File: src/rtl/addsub_sched_pkg.sv
// rtl/addsub_sched_pkg.sv - shared types and constants for the add/sub round-robin scheduler
package addsub_sched_pkg;

  localparam int W = 16;

  typedef enum logic [1:0] {
    IDLE = 2'd0,
    EXEC = 2'd1,
    RESP = 2'd2
  } state_e;

  // Requester index width; a single requester still needs one ID bit.
  function automatic int idw(input int n);
    return (n > 1) ? $clog2(n) : 1;
  endfunction

endpackage

File: src/rtl/adder_16bit_b.sv
// rtl/adder_16bit_b.sv - shared 16-bit adder/subtractor (add_ctrl=1 computes a + ~b + 1)
module adder_16bit_b (
  input  logic [15:0] a_i,
  input  logic [15:0] b_i,
  input  logic        add_ctrl_i,
  output logic [15:0] sum_o,
  output logic        cout_o
);

  logic [16:0] full;

  assign full   = {1'b0, a_i} + {1'b0, b_i ^ {16{add_ctrl_i}}} + {16'd0, add_ctrl_i};
  assign sum_o  = full[15:0];
  assign cout_o = full[16];

endmodule

File: src/rtl/rr_arbiter.sv
// rtl/rr_arbiter.sv - combinational round-robin pick: first request at or after ptr, wrapping
module rr_arbiter #(
  parameter int NREQ = 4,
  parameter int IDW  = 2
) (
  input  logic [NREQ-1:0] req_i,
  input  logic [IDW-1:0]  ptr_i,
  output logic [NREQ-1:0] grant_o,
  output logic [IDW-1:0]  idx_o,
  output logic            any_o
);

  always_comb begin
    int j;
    j       = 0;
    grant_o = '0;
    idx_o   = '0;
    any_o   = 1'b0;
    for (int k = 0; k < NREQ; k++) begin
      j = int'(ptr_i) + k;
      if (j >= NREQ) j = j - NREQ;
      if (!any_o && req_i[j]) begin
        any_o      = 1'b1;
        grant_o[j] = 1'b1;
        idx_o      = j[IDW-1:0];
      end
    end
  end

endmodule

File: src/rtl/addsub_rr_scheduler.sv
// rtl/addsub_rr_scheduler.sv - round-robin sharing of one 16-bit add/sub unit among NREQ requesters
module addsub_rr_scheduler
  import addsub_sched_pkg::*;
#(
  parameter int NREQ = 4,
  parameter int IDW  = idw(NREQ)
) (
  input  logic              clk,
  input  logic              rst,
  input  logic [NREQ-1:0]   req_valid,
  output logic [NREQ-1:0]   req_ready,
  input  logic [NREQ*W-1:0] req_a,
  input  logic [NREQ*W-1:0] req_b,
  input  logic [NREQ-1:0]   req_sub,
  output logic              rsp_valid,
  input  logic              rsp_ready,
  output logic [IDW-1:0]    rsp_id,
  output logic [W-1:0]      rsp_sum,
  output logic              rsp_cout,
  output logic              rsp_ovf,
  output logic [15:0]       op_count
);

  state_e          state_q, state_d;
  logic [IDW-1:0]  rr_ptr_q;
  logic [IDW-1:0]  id_q;
  logic [W-1:0]    a_q, b_q;
  logic            sub_q;
  logic [IDW-1:0]  rsp_id_q;
  logic [W-1:0]    rsp_sum_q;
  logic            rsp_cout_q, rsp_ovf_q;
  logic [15:0]     op_count_q;

  logic [NREQ-1:0] arb_grant;
  logic [IDW-1:0]  arb_idx;
  logic            arb_any;
  logic            grant_en, accept, rsp_hs;
  logic [W-1:0]    unit_sum;
  logic            unit_cout, ovf_w;

  rr_arbiter #(
    .NREQ (NREQ),
    .IDW  (IDW)
  ) u_arb (
    .req_i   (req_valid),
    .ptr_i   (rr_ptr_q),
    .grant_o (arb_grant),
    .idx_o   (arb_idx),
    .any_o   (arb_any)
  );

  adder_16bit_b u_unit (
    .a_i        (a_q),
    .b_i        (b_q),
    .add_ctrl_i (sub_q),
    .sum_o      (unit_sum),
    .cout_o     (unit_cout)
  );

  always_ff @(posedge clk) begin
    if (rst) state_q <= IDLE;
    else     state_q <= state_d;
  end

  always_comb begin
    state_d = state_q;
    case (state_q)
      IDLE:    if (arb_any) state_d = EXEC;
      EXEC:    state_d = RESP;
      RESP:    if (rsp_ready) state_d = arb_any ? EXEC : IDLE;
      default: state_d = IDLE;
    endcase
  end

  // A new op may be granted on the same edge the pending response is taken.
  always_comb begin
    grant_en  = (state_q == IDLE) || ((state_q == RESP) && rsp_ready);
    req_ready = grant_en ? arb_grant : '0;
    rsp_valid = (state_q == RESP);
  end

  assign accept = grant_en && arb_any;
  assign rsp_hs = rsp_valid && rsp_ready;

  // Overflow is derived from the registered operands, not from the unit.
  assign ovf_w = sub_q ? ((a_q[W-1] != b_q[W-1]) && (unit_sum[W-1] != a_q[W-1]))
                       : ((a_q[W-1] == b_q[W-1]) && (unit_sum[W-1] != a_q[W-1]));

  always_ff @(posedge clk) begin
    if (rst) begin
      rr_ptr_q   <= '0;
      id_q       <= '0;
      a_q        <= '0;
      b_q        <= '0;
      sub_q      <= 1'b0;
      rsp_id_q   <= '0;
      rsp_sum_q  <= '0;
      rsp_cout_q <= 1'b0;
      rsp_ovf_q  <= 1'b0;
      op_count_q <= '0;
    end else begin
      if (accept) begin
        a_q      <= req_a[arb_idx*W +: W];
        b_q      <= req_b[arb_idx*W +: W];
        sub_q    <= req_sub[arb_idx];
        id_q     <= arb_idx;
        rr_ptr_q <= (int'(arb_idx) == NREQ - 1) ? '0 : arb_idx + 1'b1;
      end
      if (state_q == EXEC) begin
        rsp_sum_q  <= unit_sum;
        rsp_cout_q <= unit_cout;
        rsp_ovf_q  <= ovf_w;
        rsp_id_q   <= id_q;
      end
      if (rsp_hs) op_count_q <= op_count_q + 16'd1;
    end
  end

  assign rsp_id   = rsp_id_q;
  assign rsp_sum  = rsp_sum_q;
  assign rsp_cout = rsp_cout_q;
  assign rsp_ovf  = rsp_ovf_q;
  assign op_count = op_count_q;

endmodule

File: config.mk
export PLATFORM = sky130hd
export DESIGN_NAME = addsub_rr_scheduler
export DESIGN_NICKNAME = d
export VERILOG_FILES = /design/src/rtl/addsub_sched_pkg.sv /design/src/rtl/adder_16bit_b.sv /design/src/rtl/rr_arbiter.sv /design/src/rtl/addsub_rr_scheduler.sv
export SDC_FILE = /design/constraint.sdc
export NUM_CORES = 1
export LEC_CHECK = 0
export ABC_AREA = 1
export CAP_MARGIN = 20
export CORE_ASPECT_RATIO = 0.6
export CORE_MARGIN = 2
export CORE_UTILIZATION = 43
export DETAILED_ROUTE_END_ITERATION = 10
export GPL_TIMING_DRIVEN = 0
export PLACE_DENSITY_LB_ADDON = 0.15
export SLEW_MARGIN = 40
export SYNTH_ARGS = -nofsm -noshare
export SYNTH_HDL_FRONTEND = slang
export SYNTH_HIERARCHICAL = 1
export SYNTH_SLANG_ARGS = --single-unit
File: constraint.sdc
create_clock -name clk -period 2.7 [get_ports clk]
set_input_delay 0.81 -clock clk [delete_from_list [all_inputs] [get_ports clk]]
set_output_delay 0.81 -clock clk [all_outputs]
set_load 0.03 [all_outputs]
==> summary.txt <==
result of the run -> finished, violations left
violated checks -> negative setup slack
Iteration-0 DRC Markers -> 561
starting utilization of the core area -> 44.60%
average cell area after synthesis -> 6.373 sq um
number of global-route vias before repair -> 6263
average wire per standard cell -> 15.42 um
topmost layer with routed signal wires -> met4
unrepaired setup endpoints after global routing -> yes
pins over their slew limit -> 0
die boundary height -> 91.20 um
total number of yosys warnings -> 6
WP data required -> 1890 ps
final setup skew -> 9.166 ps
gp weighted congestion -> 0.9163
number of enable-type register cells in the synthesized netlist -> 0
minimum hold slack -> 472.5 ps
Boundary Pins -> 180
Detail Placement HPWL -> 14.59 mm
CP arrival -> 1990 ps
layout cell share with drive strength beyond 1 -> 12.61%
worst slack, placed -> -1160 ps
cell leakage power -> 3.532 nW
share of async-settable or async-resettable flops after synthesis -> 0%
global-route wire length before repair -> 30.99 mm
flip-flop and latch count after synthesis -> 75
FILL cells -> 1123
Setup crit start kind -> primary input
Post-Syn Instances -> 855
Fmax achieved -> 357.8 MHz
Final nets -> 1224
number of clock buffers inserted by TritonCTS -> 9
final routed wirelength across all metal layers -> 18.94 mm
Placed Area -> 7467 sq um
power density cells -> 1347 nW/um^2
endpoint type of the worst setup path -> primary output
post-synthesis cell area -> 5449 sq um
via count -> 6419
row count -> 31
total power consumption of the routed design -> 10.83 mW
worst min path class -> reg -> reg
Overflow after GRT -> 0
dominant register cell in the synthesized netlist -> sky130_fd_sc_hd__dfxtp_1
Final Non-Filler Cells -> 1228
slew of the pin with the lowest slew margin -> 464.4 ps
clock tree from TritonCTS -> yes
crit share post-route -> 103.5%
setup ws final -> -95.20 ps
cell at the root of the clock tree -> sky130_fd_sc_hd__clkbuf_16
clock network latency to the later pin of the worst-skew pair -> 340 ps
# port buffers -> 178
total number of clock tree sinks -> 75
Area growth syn-to-layout -> 47.53%
largest driver fanout on the critical path -> 5
Met1 Wirelength -> 9.142 mm
Post-route DRC -> 0
antenna-violating nets left -> 0
startpoint-to-endpoint class of the critical path -> in -> out
Yosys cell types -> 37
routed length on met2 -> 7.870 mm
final count of hold timing violations -> 0
total of max-cap violations -> 0
area of the core -> 12220 sq um
average vias per placed instance -> 5.227
count of endpoints failing setup in the final report -> 4
net count after synthesis -> 1021
Hold-fix buffers, CTS -> 0
antenna cells -> 0
relative max-transition margin -> 69.04%
number of H-tree levels -> 3
placed cells -> 1198
peak supply drop -> 0.0005536 V
fin crit period -> 2795 ps
fraction of the yosys area taken by sequential cells -> 27.55%
clock slew at the register clock pins of the worst setup and hold paths -> 60 ps
total non-filler cell area in the finished layout -> 8039 sq um
number of antenna violations at the first check in global routing -> 0
horizontal die dimension -> 149.3 um
wire length on met3 -> 1.672 mm
maximum number of pins on one net before global-route repair -> 14
GRT Overall Usage -> 28.48%
DRT Pass-1 Iters -> 7
Max Buffers Root-to-Sink -> 2
Die ar. -> 13620 sq um
registers in the layout, summed over array words and instances, names as in the netlist:
signal and flops:
id_q 2, state_q 2, a_q 16, b_q 16
rr_ptr_q 2, rsp_ovf 1, rsp_cout 1, rsp_sum 16
op_count 16, rsp_id 2, sub_q 1
final timing paths:
kind	slack, ps	cells past startpoint	start	endpoint
worst max-delay path	-100	12	req_valid[2]	req_ready[1]
worst min-delay path	470	2	rsp_ovf$_SDFFE_PP0N_	rsp_ovf$_SDFFE_PP0N_
worst max register to register	90	15	rr_ptr_q[1]$_SDFFE_PP0P_	a_q[9]$_SDFFE_PP0P_
worst min register to register	470	2	rsp_ovf$_SDFFE_PP0N_	rsp_ovf$_SDFFE_PP0N_
logic make-up (layout without fill, tap and decap cells):
logic type	count (synthesis)	count (layout)	synth area share, %
AOI/OAI and AO/OA	203	203	20.07
xor gates and xnor gates	25	25	4.018
adders and majority gates	27	27	6.338
buffers and inverters	113	321	10.45
DFF	75	75	27.55
and+or+nand+nor	412	412	31.57
metal layers:
layer / global-route usage, % / vias up
met5: 0 / -
met4: 6.746 / 0
met3: 6.583 / 28
met2: 43.47 / 273
met1: 40.51 / 2904
li1: - / 3214
power by group:
group | leakage, nW | internal (mW) | switching, mW
Clock | 0.165 | 0.900 | 0.477
Sequential | 0.620 | 1.47 | 0.287
Combinational | 2.75 | 2.90 | 4.80
Total | 3.53 | 5.27 | 5.56
through the flow:
stage | setup TNS (ps) | util, %
3_5_place_dp | -35970 | 61.12
3_3_place_gp | -36510 | 61.12
2_1_floorplan | 0 | -
4_1_cts | -437.0 | 65.37
5_1_grt | -707.9 | 65.80
6_report | -354.0 | 65.80
cells in the mapped netlist, types with 2 or more instances:
| master | instances | area share (%) |
|---|---|---|
| sky130_fd_sc_hd__a21oi_1 | 31 | 2.8 |
| sky130_fd_sc_hd__nand2_1 | 116 | 8.0 |
| sky130_fd_sc_hd__nand2_2 | 13 | 1.5 |
| sky130_fd_sc_hd__nand3_2 | 4 | 0.73 |
| sky130_fd_sc_hd__xnor2_1 | 3 | 0.48 |
| sky130_fd_sc_hd__o21ai_1 | 11 | 1.0 |
| sky130_fd_sc_hd__ha_1 | 26 | 6.0 |
| sky130_fd_sc_hd__nor2_2 | 2 | 0.23 |
| sky130_fd_sc_hd__a21o_1 | 2 | 0.28 |
| sky130_fd_sc_hd__buf_4 | 8 | 1.1 |
| sky130_fd_sc_hd__buf_12 | 3 | 1.1 |
| sky130_fd_sc_hd__buf_6 | 6 | 1.2 |
| sky130_fd_sc_hd__nand2_4 | 2 | 0.41 |
| sky130_fd_sc_hd__nor3_1 | 2 | 0.18 |
| sky130_fd_sc_hd__o21ai_0 | 118 | 11 |
| sky130_fd_sc_hd__nor2_1 | 220 | 15 |
| sky130_fd_sc_hd__dfxtp_1 | 75 | 28 |
| sky130_fd_sc_hd__xor2_1 | 22 | 3.5 |
| sky130_fd_sc_hd__and2_1 | 2 | 0.23 |
| sky130_fd_sc_hd__inv_2 | 3 | 0.21 |
| sky130_fd_sc_hd__nand3_1 | 36 | 3.3 |
| sky130_fd_sc_hd__inv_1 | 64 | 4.4 |
| sky130_fd_sc_hd__nand4_1 | 13 | 1.5 |
| sky130_fd_sc_hd__a21boi_0 | 4 | 0.55 |
| sky130_fd_sc_hd__clkbuf_1 | 19 | 1.3 |
| sky130_fd_sc_hd__o22ai_1 | 33 | 3.8 |
| sky130_fd_sc_hd__buf_2 | 7 | 0.64 |
placed cells by master (no fill, tap or decap), types with 22 or more instances in the layout:
| cell | count |
|---|---|
| sky130_fd_sc_hd__ha_1 | 25 |
| sky130_fd_sc_hd__a21oi_1 | 31 |
| sky130_fd_sc_hd__nand3_1 | 32 |
| sky130_fd_sc_hd__inv_1 | 52 |
| sky130_fd_sc_hd__xor2_1 | 22 |
| sky130_fd_sc_hd__o21ai_0 | 117 |
| sky130_fd_sc_hd__clkdlybuf4s50_1 | 170 |
| sky130_fd_sc_hd__o22ai_1 | 31 |
| sky130_fd_sc_hd__nor2_1 | 215 |
| sky130_fd_sc_hd__dfxtp_1 | 73 |
| sky130_fd_sc_hd__buf_4 | 23 |
| sky130_fd_sc_hd__nand2_1 | 108 |
cell type report:
| cell class | instances | area, sq um | area share (%) |
|---|---|---|---|
| Multi-Input combinational cell | 667 | 3501 | 43.55 |
| Timing Repair Buffer | 192 | 1876 | 23.33 |
| Sequential cell | 75 | 1509 | 18.77 |
| Buffer | 44 | 320.3 | 3.984 |
| Inverter | 69 | 285.3 | 3.549 |
| Clock buffer | 9 | 225.2 | 2.802 |
| Tap cell | 165 | 206.4 | 2.568 |
| Clock inverter | 7 | 116.4 | 1.447 |
timing repair:
item                                    CTS  global route
hold endpoints to repair                  0             0
resized for setup                        83            27
endpoints found under the setup margin   41            37
setup buffers                            13             0
pin swaps                                20             9
cloned                                    1             0
worst max-delay path: stages:
cell	delay, ps
sky130_fd_sc_hd__buf_2	120
sky130_fd_sc_hd__inv_2	50
sky130_fd_sc_hd__nand2_2	70
sky130_fd_sc_hd__nand3_4	120
sky130_fd_sc_hd__nand2_4	80
sky130_fd_sc_hd__nor2_4	170
sky130_fd_sc_hd__buf_6	140
sky130_fd_sc_hd__nand4_1	90
sky130_fd_sc_hd__nand3_2	90
sky130_fd_sc_hd__inv_2	40
sky130_fd_sc_hd__nor2_4	80
sky130_fd_sc_hd__buf_6	130
Power figures use the tool's default switching activity.
